## config.mk

```make
export PLATFORM = sky130hd
export DESIGN_NAME = bsr_pipe
export DESIGN_NICKNAME = d
export VERILOG_FILES = /design/src/rtl/fp_pkg.sv /design/src/rtl/bsr_level.sv /design/src/rtl/bsr_pipe.sv
export SDC_FILE = /design/constraint.sdc
export NUM_CORES = 1
export LEC_CHECK = 0
export CORE_MARGIN = 1.5
export CORE_UTILIZATION = 62
export DETAILED_ROUTE_END_ITERATION = 7
export HOLD_SLACK_MARGIN = 0.02
export PLACE_DENSITY = 0.87
export RECOVER_POWER = 25
export SYNTH_ARGS = -nofsm -noshare
export SYNTH_HDL_FRONTEND = slang
export SYNTH_HIERARCHICAL = 1
export SYNTH_SLANG_ARGS = --single-unit
```

## constraint.sdc

```tcl
create_clock -name clk -period 7.6 [get_ports clk]
set_clock_uncertainty 0.05 [all_clocks]
set_input_delay 1.52 -clock clk [delete_from_list [all_inputs] [get_ports clk]]
set_output_delay 1.52 -clock clk [all_outputs]
set_load 0.1 [all_outputs]
```

## src/rtl/fp_pkg.sv

```systemverilog
// Shared FP-datapath definitions: shifter mode encodings, mantissa width and
// the split of log-shifter levels across pipeline stages.
package fp_pkg;

  localparam int WIDTH_MANT = 23;

  typedef enum logic [1:0] {
    SH_LSR = 2'b00,
    SH_LSL = 2'b01,
    SH_ASR = 2'b10,
    SH_ROR = 2'b11
  } sh_mode_e;

  function automatic int levels_per_stage(input int shw, input int stages);
    return (shw + stages - 1) / stages;
  endfunction

  function automatic int stage_first_level(input int shw, input int stages, input int k);
    int first;
    first = k * levels_per_stage(shw, stages);
    return (first > shw) ? shw : first;
  endfunction

  // The last stage takes whatever is left; stages past the end get no levels.
  function automatic int stage_num_levels(input int shw, input int stages, input int k);
    int first;
    int last;
    first = stage_first_level(shw, stages, k);
    if (k == stages - 1) return shw - first;
    last = first + levels_per_stage(shw, stages);
    if (last > shw) last = shw;
    return last - first;
  endfunction

endpackage

```

## src/rtl/bsr_level.sv

```systemverilog
// One combinational log-shifter level: shifts by 2**LEVEL when enabled and
// folds the bits it discards into the running lost flag.
module bsr_level
  import fp_pkg::*;
#(
  parameter int WIDTH = WIDTH_MANT,
  parameter int LEVEL = 0
) (
  input  logic             en,
  input  sh_mode_e         mode,
  input  logic [WIDTH-1:0] d,
  input  logic             lost_in,
  output logic [WIDTH-1:0] q,
  output logic             lost_out
);

  localparam int SH  = 1 << LEVEL;
  localparam int ROT = SH % WIDTH;

  function automatic logic [WIDTH-1:0] mask_range(input int lo, input int hi);
    logic [WIDTH-1:0] m;
    for (int b = 0; b < WIDTH; b++) m[b] = (b >= lo) && (b < hi);
    return m;
  endfunction

  // Shifts of SH >= WIDTH naturally saturate: every bit falls inside the mask.
  localparam logic [WIDTH-1:0] LO_MASK = mask_range(0, SH);
  localparam logic [WIDTH-1:0] HI_MASK = mask_range(WIDTH - SH, WIDTH);

  always_comb begin
    // NOTE: defaults first so every path assigns q/lost_out; otherwise a latch is inferred.
    q        = d;
    lost_out = lost_in;
    if (en) begin
      case (mode)
        SH_LSR: begin
          q        = d >> SH;
          lost_out = lost_in | (|(d & LO_MASK));
        end
        SH_LSL: begin
          q        = d << SH;
          lost_out = lost_in | (|(d & HI_MASK));
        end
        SH_ASR: begin
          q        = $signed(d) >>> SH;
          lost_out = lost_in | (|(d & LO_MASK));
        end
        SH_ROR: begin
          q        = (d >> ROT) | (d << (WIDTH - ROT));
          lost_out = lost_in;
        end
      endcase
    end
  end

endmodule

```

## src/rtl/bsr_pipe.sv

```systemverilog
// Pipelined multi-mode barrel shifter (LSR/LSL/ASR/ROR) with lost-bit detect
// and valid/ready flow control; latency equals STAGES.
module bsr_pipe
  import fp_pkg::*;
#(
  parameter int WIDTH  = WIDTH_MANT,
  parameter int SHW    = 5,
  parameter int STAGES = 2
) (
  input  logic             clk,
  input  logic             reset,
  input  logic             in_valid,
  output logic             in_ready,
  input  logic [WIDTH-1:0] in_data,
  input  logic [SHW-1:0]   sel,
  input  logic [1:0]       mode,
  output logic             out_valid,
  input  logic             out_ready,
  output logic [WIDTH-1:0] out_data,
  output logic             lost
);

  localparam int LAST = STAGES - 1;

  logic [WIDTH-1:0]  r_data [STAGES];
  logic [SHW-1:0]    r_sel  [STAGES];
  sh_mode_e          r_mode [STAGES];
  logic              r_lost [STAGES];
  logic [STAGES-1:0] r_valid;

  logic [WIDTH-1:0]  n_data [STAGES];
  logic [SHW-1:0]    n_sel  [STAGES];
  sh_mode_e          n_mode [STAGES];
  logic              n_lost [STAGES];
  logic [STAGES-1:0] n_valid;
  logic [STAGES-1:0] load;

  sh_mode_e         in_mode;
  logic [SHW-1:0]   sel_mod;
  logic [SHW-1:0]   in_sel;

  // Rotation wraps at WIDTH, which need not be a power of two, so reduce first.
  assign in_mode = sh_mode_e'(mode);
  assign sel_mod = SHW'(32'(sel) % WIDTH);
  assign in_sel  = (in_mode == SH_ROR) ? sel_mod : sel;

  // Walk back from the output: a stage loads when empty or when it drains.
  always_comb begin
    logic take;
    take = out_ready;
    load = '0;
    for (int k = STAGES - 1; k >= 0; k--) begin
      load[k] = !r_valid[k] || take;
      take    = load[k];
    end
  end

  assign in_ready = load[0];

  for (genvar k = 0; k < STAGES; k++) begin : g_stage
    localparam int FIRST = stage_first_level(SHW, STAGES, k);
    localparam int NLEV  = stage_num_levels(SHW, STAGES, k);

    logic [WIDTH-1:0] d  [NLEV+1];
    logic             lo [NLEV+1];
    logic [SHW-1:0]   s_sel;
    sh_mode_e         s_mode;

    if (k == 0) begin : g_src
      assign d[0]       = in_data;
      assign lo[0]      = 1'b0;
      assign s_sel      = in_sel;
      assign s_mode     = in_mode;
      assign n_valid[0] = in_valid;
    end else begin : g_src
      assign d[0]       = r_data[k-1];
      assign lo[0]      = r_lost[k-1];
      assign s_sel      = r_sel[k-1];
      assign s_mode     = r_mode[k-1];
      assign n_valid[k] = r_valid[k-1];
    end

    for (genvar j = 0; j < NLEV; j++) begin : g_lvl
      bsr_level #(
        .WIDTH (WIDTH),
        .LEVEL (FIRST + j)
      ) u_level (
        .en       (s_sel[FIRST+j]),
        .mode     (s_mode),
        .d        (d[j]),
        .lost_in  (lo[j]),
        .q        (d[j+1]),
        .lost_out (lo[j+1])
      );
    end

    assign n_data[k] = d[NLEV];
    assign n_lost[k] = lo[NLEV];
    assign n_sel[k]  = s_sel;
    assign n_mode[k] = s_mode;
  end

  always_ff @(posedge clk) begin
    // NOTE: sequential state uses non-blocking assignments so all stages update together.
    if (reset) begin
      r_valid <= '0;
      // NOTE: the datapath registers are reset as well, since out_data/lost must read 0 after reset.
      for (int k = 0; k < STAGES; k++) begin
        r_data[k] <= '0;
        r_sel[k]  <= '0;
        r_mode[k] <= SH_LSR;
        r_lost[k] <= 1'b0;
      end
    end else begin
      for (int k = 0; k < STAGES; k++) begin
        if (load[k]) begin
          r_valid[k] <= n_valid[k];
          r_data[k]  <= n_data[k];
          r_sel[k]   <= n_sel[k];
          r_mode[k]  <= n_mode[k];
          r_lost[k]  <= n_lost[k];
        end
      end
    end
  end

  assign out_valid = r_valid[LAST];
  assign out_data  = r_data[LAST];
  assign lost      = r_lost[LAST];

endmodule

```

=== Word-level counts from Yosys, hierarchy flattened ===
Memories as Yosys holds them, arrays and structs flattened.
Index checks and enable logic that the tools add are counted.
Widths: inputs -> output; s select.

* Flip-flop bits (word level): 2
* Memory bits (writable): 62
* Output and inout port bits: 26
* Word-level logic and storage cells: 87
* Memories kept: 4

{| class="wikitable"
|+ Memory list
! memory !! depth !! width !! rd ports !! clocked after Yosys merged registers in !! write ports !! line !! RTL
|-
| r_data || 2 || 23 || 2 || 0 || 2 || bsr_pipe.sv:25 || <nowiki>logic [WIDTH-1:0] r_data [STAGES];</nowiki>
|-
| r_sel || 2 || 5 || 1 || 0 || 2 || bsr_pipe.sv:26 || <nowiki>logic [SHW-1:0] r_sel [STAGES];</nowiki>
|-
| r_mode || 2 || 2 || 1 || 0 || 2 || bsr_pipe.sv:27 || <nowiki>sh_mode_e r_mode [STAGES];</nowiki>
|-
| r_lost || 2 || 1 || 2 || 0 || 2 || bsr_pipe.sv:28 || <nowiki>logic r_lost [STAGES];</nowiki>
|}

* Divide/modulo/power cells: 1
* Eq/ne operators: 6
* Multiplexer cells: 37
* Bitwise operators: 21
* Reductions and logical operators: 16

{| class="wikitable"
|+ Operators with widths
! kind !! number
|-
| $pmux 23 s4 || 5
|-
| $mux 23 || 7
|-
| $mod 5x5->32 const B || 1
|-
| $reduce_or 16->1 || 2
|-
| $or 15x23->23 || 1
|-
| $or 19x23->23 || 1
|-
| $or 21x23->23 || 1
|-
| $or 22x23->23 || 1
|-
| $or 7x23->23 || 1
|-
| $or 1x1->1 || 16
|-
| $reduce_or 8->1 || 2
|-
| $mux 1 || 15
|-
| $mux 5 || 3
|-
| $pmux 1 s3 || 5
|-
| $eq 2x2->1 const B || 4
|-
| $reduce_or 2->1 || 4
|-
| $reduce_or 4->1 || 2
|-
| $eq 2x1->1 const B || 2
|-
| $logic_not 2->1 || 2
|-
| $mux 2 || 2
|-
| $logic_not 1->1 || 2
|-
| $logic_or 1x1->1 || 2
|}

=== Depth between registers and ports, before layout ===
* Word-level depth: 11
* Mapped depth: 18
* Mapped depth without buffers: 16

=== Hierarchy ===
The synthesis kept the hierarchy.

{| class="wikitable"
|+ Modules (own cells, without submodules)
! module !! times used !! cells an instance !! area an instance (um2) !! seq. area each (um2)
|-
| bsr_pipe || 1 || 147 || 2204.6 || 1601.5
|-
| bsr_level at g_stage[1].g_lvl[1].u_level || 1 || 117 || 671.9 || 0.0
|-
| bsr_level at g_stage[1].g_lvl[0].u_level || 1 || 98 || 589.3 || 0.0
|-
| bsr_level at g_stage[0].g_lvl[2].u_level || 1 || 89 || 573.0 || 0.0
|-
| bsr_level at g_stage[0].g_lvl[1].u_level || 1 || 85 || 559.3 || 0.0
|-
| bsr_level at g_stage[0].g_lvl[0].u_level || 1 || 83 || 544.3 || 0.0
|}

=== Worst setup path after synthesis ===
No wires, ideal clock.

* Path type: in2reg
* Start point: in sel[0]
* End point: mem r_data[0][21] in the netlist's numbering (data pin)
* Arrival time: 4.356 ns
* Data required time: 7.295 ns
* Path slack: 2.939 ns
* Stages: 16
* Path buffers: 2
* Path through: ha_1 > nand2_1 > nand2_1 > ha_1 > inv_1 > a21oi_4 > xor2_1 > buf_2 > clkbuf_1 > a21oi_1 > mux2_1 > a32o_2 > mux2_2 > a22oi_1 > a21oi_1 > and3_1

{| class="wikitable"
|+ RTL lines
! what !! line !! RTL
|-
| start, declared || bsr_pipe.sv:15 || <nowiki>input logic [SHW-1:0] sel,</nowiki>
|-
| end, declared || bsr_pipe.sv:25 ||
|}

=== Worst setup path after layout ===
* Start point: in out_ready
* End point: out in_ready

* Word-level cells in the longest chain between the ends: 2

{| class="wikitable"
|+ RTL lines
! what !! line !! RTL
|-
| start, declared || bsr_pipe.sv:18 || <nowiki>input logic out_ready,</nowiki>
|-
| $logic_or 1x1->1 (2 in series) || bsr_pipe.sv:53 || <nowiki>load[k] = !r_valid[k] || take;</nowiki>
|-
| end, declared || bsr_pipe.sv:13 || <nowiki>output logic in_ready,</nowiki>
|}

Every way passes these cells.

==> summary.txt <==
Status
  – Status: finished with violations
  – Failing checks: design-rule violations, max-capacitance violations, max-slew violations

Cells and area
  – Register area: 1602 µm²
  – Area Growth Syn to Fin: 9.951%
  – Fin area: between 5000 and 6000 µm²
  – ANT cells: 0
  – Fillcell total: 627
  – Share of cells above drive strength 1: under 10%
  – Nets: between 600 and 700
  – Area of the multi-input gates: 3022 µm²
  – Core Util, Final: between 60% and 70%

STA
  – Max Slew Vio Count: 57
  – Setup Viol. Count Final: 0
  – Max Freq: 156.3 MHz
  – Worst-Margin Slew: 1.732 ns
  – Fin worst setup slack: 1.202 ns
  – Fin crit share: 84.18%
  – Rel. slew slack: -15.45%
  – Setup tns final: 0 ns
  – RSZ-0062 raised after global routing: no
  – Final hold viol count: 0
  – Final min period: 6.398 ns

Logic synthesis
  – XOR/XNOR Fraction of Synth Area: less than 1%
  – Post-synth top flop: edfxtp_1
  – Mapped Nets: around 660
  – Synth area leader: edfxtp_1
  – Syn avg cell area: roughly 8.3 µm²
  – Synthesis-stage register bit count: 54
  – Synth cell types: between 50 and 60
  – Adder-Cell Fraction of Synth Area: 0.4866%
  – Simple-gate share of the synthesized area: 21.31%
  – Sequential share of the synthesized area: 31.14%
  – Post-synth EDFFs: 52
  – Multiplexer share of the synthesized area: 17.35%
  – Main combinational cell family by area after synthesis: simple AND/OR/NAND/NOR gates
  – Async set-reset flop share out of synthesis: 0%
  – Ys Warns: 6
  – Synth Instances: roughly 620
  – Synth top area share: 30.36%
  – Synth top area cells: edfxtp_1 (30%), mux2i_1 (12%), a21oi_1 (7.6%)
  – Mapped Area: 5142 µm²
  – Compound-Gate Fraction of Synth Area: 18.88%

Setup path
  – Crit start category: input pin
  – Worst R2R Start: r_mode[0][1]
  – Crit path max fanout: 56
  – Crit end category: output pin
  – Worst reg-to-reg setup slack: between 4 and 5 ns
  – CP arrival: 4.83 ns
  – Crit path launch: out_ready
  – WP data required: 6.03 ns
  – Setup CP Type: in2out

Global routing
  – First-pass GRT wire length: roughly 20000 µm
  – Pin count of the biggest net entering global routing: between 50 and 60
  – Vias in the first global route: roughly 4200
  – GRT Util Overall: 27.60%
  – GR Util met1: 32.21%
  – Gr busiest metal: met2
  – Grt met3 use: 2.589%
  – Grt met2 use: 51.69%
  – GRT overflow: 0
  – Initial antenna violation count: 0

Clocking
  – Number of CTS-inserted buffers: 5
  – Root buffer selected by CTS: clkbuf_8
  – Clock latency at the later pin of the worst-skew pair: 0.30 ns
  – Setup Buffers After CTS: 0
  – H-tree Lvls: 2
  – CTS Buffer Depth: 2
  – Clock slew seen by the registers of the worst setup and hold paths: around 0.09 ns
  – TritonCTS clock tree: done
  – Clock sink total: 54
  – Post-CTS Resized: 0
  – Hold Buf Count CTS: 0

Placement
  – Dpl cell area: between 5000 and 6000 µm²
  – Port buffer count: 59
  – Post-Place Worst Slack: 2.049 ns
  – Routability cong.: 0.9488
  – HPWL Detailed: 8865 µm

Detailed routing
  – Residual DRC count: 1
  – Detailed Routing Iterations Pass 1: 7
  – Routed wire length: 12060 µm
  – DRT iter0 DRCs: 320
  – Via-per-instance ratio: 6.226
  – Vias: 4595
  – WL/cell: 16.34 µm
  – Routed Antenna Nets: 0

Power and ir drop
  – Switch Pwr: 410.1 µW
  – Switch share: 39.86%
  – Total Power: 1.029 mW
  – Register share of total power: roughly 38%
  – Max VDD drop: roughly 0.000089 V
  – Comb power frac: 42.5%
  – P per Cell Area: 182.0 nW/µm²
  – Pleak: 2.335 nW
  – Clock Power Share: 20.1%
  – Pint: 618.7 µW

Die
  – Die area: 8849 µm²
  – Ports: 60
  – Starting Density: approximately 63%
  – # rows: 33
  – Core ar.: a little over 8000 µm²
  – DIE HEIGHT: 94.07 µm
  – Die width: between 90 and 100 µm

Hold path
  – Worst hold start: r_valid[0]
  – Hold crit path type: reg2reg

Flow run
  – MaxCap Viol Count: 1
## through the flow
stage          hold slack (ns)  cells
2_1_floorplan           0.3869    619
3_3_place_gp            0.3981    730
3_5_place_dp            0.4342    730
4_1_cts                 0.4577    738
5_1_grt                 0.5183    738
6_report                0.4468    738
## cell usage in the layout (no fill, tap or decap), drive strengths merged, types with 13 or more instances in the layout
master          n
a21oi          91
mux2i          64
edfxtp         52
nor2           81
o21ai          13
mux2           20
inv            42
nand2          46
and3           51
o22ai          25
clkdlybuf4s50  52
## critical path, cell delays in order
cell,delay [ns]
dlygate4sd3_1,0.56
nand3b_1,0.12
clkbuf_1,1.25
clkdlybuf4s50_1,1.37
## final timing paths
kind,endpoint,depth (start not counted)
setup / recovery,in_ready,4
hold reg to reg,r_valid[1],2
hold / removal,r_valid[1],2
setup reg to reg,r_lost[0][1],6
## synth_stat cells (2+ instances only)
master / count
nand4_1: 3
mux2_1: 2
clkbuf_1: 21
o22ai_1: 25
ha_1: 2
buf_4: 7
buf_6: 6
buf_1: 3
clkbuf_2: 3
a31oi_1: 4
o21ai_0: 12
nand2_1: 46
nor4_1: 7
inv_1: 41
mux2_2: 11
dfxtp_1: 2
nor2_1: 81
a21oi_1: 78
nand2b_1: 3
a22oi_1: 10
nor2b_1: 3
and3_1: 50
nand3_1: 12
buf_12: 5
a21oi_2: 12
edfxtp_1: 52
buf_2: 13
mux2i_1: 64
mux2_4: 7
a32o_1: 3
nor2b_4: 2
nor3_1: 3
o21bai_1: 2
## layout make-up
cell class                      count  area share [%]
Multi-Input combinational cell    466           53.44
Sequential cell                    54           28.32
Timing Repair Buffer               64           11.04
Clock buffer                        6           1.461
Inverter                           41           2.722
Tap cell                          105           2.324
Clock inverter                      2          0.6860
## power by group through the flow
stage               clock network [mW]  logic (mW)  registers, mW
floorplan                            0       0.242          0.485
global placement                     0       0.420          0.391
detailed placement                   0       0.430          0.392
CTS                              0.209       0.432          0.386
global route                     0.217       0.468          0.389
finish                           0.206       0.437          0.385
## logic make-up after synthesis
kind of cell,count (synthesis)
simple gates,221
other cells,1
buf+inv,99
xor+xnor,1
compound gates,157
flops,54
fa+ha+maj,2
mux,84
## metal layers
| layer | up-vias | routed length (µm) | share of wire, % |
|---|---|---|---|
| li1 | 2256 | - | - |
| met1 | 2079 | 4659 | 39 |
| met2 | 225 | 6411 | 53 |
| met3 | 35 | 664 | 5.5 |
| met4 | 0 | 322 | 2.7 |
| met5 | - | 0 | 0 |
## flip-flops by register name, indices dropped and copies added, names as in the netlist
signal	cells
r_mode	2
r_lost	2
r_sel	2
r_valid	2
r_data	46
No activity file was read; power rests on OpenSTA's default activity.
